<file path="src/rtl/byte_word_packer_pkg.sv">
// Shared constants and types for the byte-to-word packer.
// Latency: n/a (declarations only).
// Backpressure: n/a (declarations only).
//
// Contents: default byte width and lane count, derived keep/index/word widths,
// and the lane-index, keep and word types used by the packer and its bench.
package byte_word_packer_pkg;

    localparam int BWP_DATA_W = 8;
    localparam int BWP_LANES  = 4;
    localparam int BWP_KEEP_W = BWP_LANES;
    localparam int BWP_WORD_W = BWP_DATA_W * BWP_LANES;
    localparam int BWP_LANE_W = (BWP_LANES > 1) ? $clog2(BWP_LANES) : 1;

    typedef logic [BWP_LANE_W-1:0] lane_idx_t;
    typedef logic [BWP_KEEP_W-1:0] keep_t;
    typedef logic [BWP_WORD_W-1:0] word_t;

endpackage

</file>
<file path="src/rtl/byte_word_packer_word_out_slot.sv">
// Single-entry ready/valid output register holding data, keep and last.
// Latency: 1 cycle from push to out_valid.
// Backpressure: contents held stable while out_valid && !out_ready; free is
//               high when empty or being drained this cycle.
//
// Ports: clk/reset (sync, active high); push_vld/push_data/push_keep/push_last
// load the slot (caller only pushes while free); free reports whether a push is
// allowed this cycle; out_* is the downstream ready/valid interface.
module word_out_slot #(
    parameter int WORD_W = 32,
    parameter int KEEP_W = 4
) (
    input  logic              clk,
    input  logic              reset,
    input  logic              push_vld,
    input  logic [WORD_W-1:0] push_data,
    input  logic [KEEP_W-1:0] push_keep,
    input  logic              push_last,
    output logic              free,
    output logic              out_valid,
    output logic [WORD_W-1:0] out_data,
    output logic [KEEP_W-1:0] out_keep,
    output logic              out_last,
    input  logic              out_ready
);

    assign free = !out_valid || out_ready;

    // A push in the same cycle the held word drains replaces it directly,
    // which is what keeps back-to-back words bubble-free.
    always_ff @(posedge clk) begin
        if (reset) begin
            out_valid <= 1'b0;
            out_data  <= '0;
            out_keep  <= '0;
            out_last  <= 1'b0;
        end else if (push_vld) begin
            out_valid <= 1'b1;
            out_data  <= push_data;
            out_keep  <= push_keep;
            out_last  <= push_last;
        end else if (out_valid && out_ready) begin
            out_valid <= 1'b0;
        end
    end

endmodule

</file>
<file path="src/rtl/byte_word_packer.sv">
// Packs a non-stalling byte stream into little-endian words with lane keeps.
// Latency: 1 cycle from the word-completing byte (or flush) to out_valid.
// Backpressure: lanes 0..LANES-2 still fill while the output is blocked; the
//               last lane and pending flushes wait, excess bytes set overflow.
//
// Ports: clk/reset (sync, active high); in_valid/in_data byte input with
// advisory in_ready; flush requests emission of a partial word; out_valid/
// out_data/out_keep/out_last/out_ready word output; overflow is sticky.
module byte_word_packer
    import byte_word_packer_pkg::*;
#(
    parameter int DATA_W = BWP_DATA_W,
    parameter int LANES  = BWP_LANES
) (
    input  logic                    clk,
    input  logic                    reset,
    input  logic                    in_valid,
    input  logic [DATA_W-1:0]       in_data,
    output logic                    in_ready,
    input  logic                    flush,
    output logic                    out_valid,
    output logic [DATA_W*LANES-1:0] out_data,
    output logic [LANES-1:0]        out_keep,
    output logic                    out_last,
    input  logic                    out_ready,
    output logic                    overflow
);

    localparam int WORD_W = DATA_W * LANES;
    localparam int LANE_W = (LANES > 1) ? $clog2(LANES) : 1;
    // Fill count must represent LANES itself, one more than any lane index.
    localparam int CNT_W  = $clog2(LANES + 1);
    localparam logic [LANE_W-1:0] LAST_LANE = LANE_W'(LANES - 1);

    logic [WORD_W-1:0] acc, acc_d, acc_ins;
    logic [LANE_W-1:0] byte_cnt, byte_cnt_d;
    logic              flush_pending, flush_pending_d;
    logic              overflow_d;

    logic              slot_free;
    logic              accept;
    logic              word_full;
    logic              flush_req;
    logic [CNT_W-1:0]  fill;
    logic [LANES-1:0]  fill_keep;
    logic              push_vld;
    logic              push_last;

    assign in_ready  = !flush_pending && ((byte_cnt != LAST_LANE) || slot_free);
    assign accept    = in_valid && in_ready;
    assign word_full = accept && (byte_cnt == LAST_LANE);
    assign flush_req = flush || flush_pending;
    assign fill      = CNT_W'(byte_cnt) + CNT_W'(accept);

    // Accumulator with this cycle's byte merged in; unused lanes stay zero
    // because the accumulator is cleared every time a word leaves.
    always_comb begin
        acc_ins = acc;
        if (accept) begin
            for (int i = 0; i < LANES; i++) begin
                if (byte_cnt == LANE_W'(i)) begin
                    acc_ins[i*DATA_W +: DATA_W] = in_data;
                end
            end
        end
    end

    // Keep covers the filled lanes; a full word naturally yields all ones.
    always_comb begin
        fill_keep = '0;
        for (int i = 0; i < LANES; i++) begin
            fill_keep[i] = (CNT_W'(i) < fill);
        end
    end

    always_comb begin
        push_vld        = 1'b0;
        push_last       = 1'b0;
        acc_d           = acc_ins;
        byte_cnt_d      = byte_cnt + LANE_W'(accept);
        flush_pending_d = 1'b0;
        overflow_d      = overflow || (in_valid && !in_ready);

        if (word_full) begin
            // in_ready already guaranteed the slot is free for the last lane.
            push_vld   = 1'b1;
            push_last  = flush;
            acc_d      = '0;
            byte_cnt_d = '0;
        end else if (flush_req && (fill != '0)) begin
            if (slot_free) begin
                push_vld   = 1'b1;
                push_last  = 1'b1;
                acc_d      = '0;
                byte_cnt_d = '0;
            end else begin
                // Hold the flush until the slot drains; in_ready stays low so
                // the partial word cannot grow meanwhile.
                flush_pending_d = 1'b1;
            end
        end
    end

    always_ff @(posedge clk) begin
        if (reset) begin
            acc           <= '0;
            byte_cnt      <= '0;
            flush_pending <= 1'b0;
            overflow      <= 1'b0;
        end else begin
            acc           <= acc_d;
            byte_cnt      <= byte_cnt_d;
            flush_pending <= flush_pending_d;
            overflow      <= overflow_d;
        end
    end

    word_out_slot #(
        .WORD_W (WORD_W),
        .KEEP_W (LANES)
    ) u_slot (
        .clk       (clk),
        .reset     (reset),
        .push_vld  (push_vld),
        .push_data (acc_ins),
        .push_keep (fill_keep),
        .push_last (push_last),
        .free      (slot_free),
        .out_valid (out_valid),
        .out_data  (out_data),
        .out_keep  (out_keep),
        .out_last  (out_last),
        .out_ready (out_ready)
    );

endmodule

</file>
<file path="config.mk">
export PLATFORM = sky130hd
export DESIGN_NAME = byte_word_packer
export DESIGN_NICKNAME = d
export VERILOG_FILES = /design/src/rtl/byte_word_packer_pkg.sv /design/src/rtl/byte_word_packer_word_out_slot.sv /design/src/rtl/byte_word_packer.sv
export SDC_FILE = /design/constraint.sdc
export NUM_CORES = 1
export LEC_CHECK = 0
export ABC_AREA = 1
export CORE_MARGIN = 2
export CORE_UTILIZATION = 33
export CTS_BUF_LIST = sky130_fd_sc_hd__clkbuf_4 sky130_fd_sc_hd__clkbuf_8 sky130_fd_sc_hd__clkbuf_16
export CTS_CLUSTER_DIAMETER = 40
export CTS_CLUSTER_SIZE = 12
export DETAILED_ROUTE_END_ITERATION = 8
export GPL_ROUTABILITY_DRIVEN = 0
export MAX_ROUTING_LAYER = met4
export SYNTH_ARGS = -nofsm -noshare
export SYNTH_HDL_FRONTEND = slang
export SYNTH_SLANG_ARGS = --single-unit
</file>
<file path="constraint.sdc">
create_clock -name clk -period 6.7 [get_ports clk]
set_input_delay 1.34 -clock clk [delete_from_list [all_inputs] [get_ports clk]]
set_output_delay 1.34 -clock clk [all_outputs]
set_load 0.02 [all_outputs]
</file>
==> summary.txt <==
Status
  • Result of the run: finished clean

Logic synthesis
  • Netlist Area Pre-Place: 2870 sq um
  • Syn_nets: about 400
  • Part of the Yosys area used for sequential elements: 0.517
  • Number of flip-flops and latches in the synthesized netlist: 74
  • Cell variety after synth: 19
  • Ys Warns: 0
  • Post-Synthesis Mean Instance Area: about 7.5 sq um
  • Instance count of the mapped netlist: approximately 380

Clocking
  • Clock-pin slew on the worst setup and hold paths: around 80 ps
  • Cts repair resizes: 0
  • Root cell of the clock tree: sky130_fd_sc_hd__clkbuf_8
  • Number of buffers inserted by post-CTS setup repair: 0
  • Deepest clock path buffer count: 2
  • Clock latency reported for the late side of the worst-skew pair: roughly 350 ps
  • CTS tree: yes
  • Count of clock tree sinks: 74
  • CTS H-tree lvls: 3
  • Total CTS buffers: 9
  • Hold-fix buffers at CTS: 0

Place
  • Detailed Place HPWL: around 4300 um
  • Placement-stage worst setup slack: around 1800 ps
  • Number of cells after detailed placement: about 530
  • Buffers added on ports: 52

Finish
  • Layout Utilization: 0.424
  • Filler instances: approximately 890
  • Area of the multi-input gates: approximately 1200 sq um
  • Area grow syn2layout: 27.1%
  • Share of post-route cells with drive strength above 1: 0.0647
  • Number of inserted diodes: 0
  • Area taken by flip-flops and latches: 1480 sq um
  • Final nets: around 450
  • Post-route insts no fill: about 540

Routing
  • DR vias: around 2400
  • Wire length after detailed routing: between 6000 and 7000 um
  • Final routed wire length divided by cell count: between 10 and 15 um
  • DR iter-0 viols: about 150
  • Final routed DRC violation total: 0
  • Vias per Instance: roughly 4.3
  • DR pass1 iterations: 4
  • Post-detailed-route count of antenna-violating nets: 0

Timing
  • Count of final hold-check violations: 0
  • Worst Max-Slew Pin Slew: 877 ps
  • Clk_skew: approximately 5.6 ps
  • Post-route setup slack: about 2200 ps
  • Share of the clock period used by the worst path after layout: 0.678
  • Setup repair after global routing missed its margin: no
  • Shortest period the worst path allows: 4550 ps
  • Highest clock frequency the design can meet: ~0.22 GHz
  • Total setup violations reported at the end of the flow: 0
  • Worst rel slew slack: 0.415
  • Final setup TNS: 0 ps
  • Max-slew violations: 0

Floorplanning
  • Placeable core region: between 8000 and 9000 sq um
  • Die ar.: around 9500 sq um
  • Number of top-level pins: between 50 and 60
  • Die width: 97.2 um
  • Chip height: between 90 and 100 um
  • # rows: 34
  • Effective utilization at floorplan: 0.334

Power
  • Largest vdd supply drop: ~120 uV
  • Leak pwr: between 0.0015 and 0.002 uW
  • Total power of the final layout: approximately 920 uW
  • Pwr per Cell Area: approximately 250 nW/um^2

Global routing
  • Largest net degree at the start of global routing: between 60 and 70
  • Global-route wire length before repair: 10600 um
  • Via count of the first global-routing pass: about 2300
  • GR Util All Layers: 0.141
  • Number of antenna violations at the first check in global routing: 0
  • Total overflow reported by the global router: 0

Worst setup path
  • Worst Setup End Kind: flop
  • Kind of critical path: input port to flop
  • Top fanout value on the critical path: 60
  • Arrival time at the worst endpoint: a little under 5000 ps
  • Depth of the most critical reg-to-reg path: 14
  • Data required, critical path: about 7000 ps
  • Critical path startpoint category: input port

Hold path
  • Worst hold stages: 2
  • Type of the worst min-delay path: flop to flop

Job
  • Max_cap viols: 0
[Yosys cell counts, drive strengths merged]
library cell,count,area share
o21ai,25,0.044
inv,22,0.029
nand4,12,0.035
nor2,9,0.012
and2,24,0.052
a21oi,10,0.019
buf,11,0.019
ha,3,0.013
dfxtp,74,0.52
a31oi,1,0.0022
nand3,14,0.026
nand2,171,0.22
clkbuf,6,0.0079
[layer usage]
metal,global-route usage,up-vias,share of wire
met4,0.0694,0,0.023
met3,0.0281,17,0.034
li1,-,1290,-
met2,0.217,43,0.46
met5,-,-,0
met1,0.177,1002,0.49
[state kept, by name, indices dropped and copies added, names as in the netlist]
name / cells
u_slot.out_valid: 1
overflow: 1
u_slot.out_keep: 4
acc: 32
u_slot.out_data: 32
flush_pending: 1
byte_cnt: 2
u_slot.out_last: 1
[where the power goes]
part           internal, uW  total [uW]  switching, uW
combinational          39.5         108           68.8
sequential              456         466           10.3
clock                   179         341            163
[critical path, stage by stage]
cell                              delay (ps)
sky130_fd_sc_hd__clkdlybuf4s50_1         840
sky130_fd_sc_hd__nand3_2                 280
sky130_fd_sc_hd__inv_1                   110
sky130_fd_sc_hd__ha_1                    170
sky130_fd_sc_hd__inv_1                    50
sky130_fd_sc_hd__ha_1                    300
sky130_fd_sc_hd__nor2_1                   90
sky130_fd_sc_hd__nand2_1                  70
sky130_fd_sc_hd__nand3_1                 140
sky130_fd_sc_hd__nand3_1                 380
sky130_fd_sc_hd__inv_2                   800
sky130_fd_sc_hd__and2_1                  240
[cells in the final DEF, fill, tap and decap left out, types with 9 or more instances in the layout]
master / n
sky130_fd_sc_hd__nand2_1: 170
sky130_fd_sc_hd__dfxtp_1: 74
sky130_fd_sc_hd__clkdlybuf4s50_1: 52
sky130_fd_sc_hd__o21ai_1: 24
sky130_fd_sc_hd__and2_1: 24
sky130_fd_sc_hd__inv_1: 17
sky130_fd_sc_hd__nand3_1: 13
sky130_fd_sc_hd__clkbuf_8: 10
sky130_fd_sc_hd__nor2_1: 9
sky130_fd_sc_hd__a21oi_1: 9
[layout make-up]
type / count / area share
Sequential cell: 74 / 0.406
Clock buffer: 10 / 0.0377
Inverter: 22 / 0.0226
Multi-Input combinational cell: 269 / 0.336
Tap cell: 108 / 0.0371
Clock inverter: 5 / 0.0151
Timing Repair Buffer: 53 / 0.145
[worst paths after layout]
| check | endpoint | start | slack (ps) |
|---|---|---|---|
| max | acc[20]$_SDFF_PP0_ | in_valid | 2150 |
| min | u_slot.out_keep[0]$_SDFFE_PP0P_ | u_slot.out_keep[0]$_SDFFE_PP0P_ | 450 |
| max reg2reg | acc[20]$_SDFF_PP0_ | byte_cnt[0]$_SDFF_PP0_ | 2940 |
| min reg2reg | u_slot.out_keep[0]$_SDFFE_PP0P_ | u_slot.out_keep[0]$_SDFFE_PP0P_ | 450 |
[through the flow]
| step | hold slack [ps] | cell area, sq um |
|---|---|---|
| after global routing | 465 | 3650 |
| after CTS | 455 | 3650 |
| after global placement | 441 | 3450 |
| after detailed placement | 436 | 3450 |
| final | 449 | 3650 |
| after floorplan | 467 | 2870 |
[cells by family (layout without fill, tap and decap cells)]
family                     after synthesis  count (layout)  share of synthesized area
adders and majority gates                3               3                     0.0131
AOI/OAI and AO/OA                       36              36                     0.0646
buffers and inverters                   39              90                     0.0558
DFF                                     74              74                      0.517
and+or+nand+nor                        230             230                      0.350
Note: power is estimated with default switching activity, not from simulation.
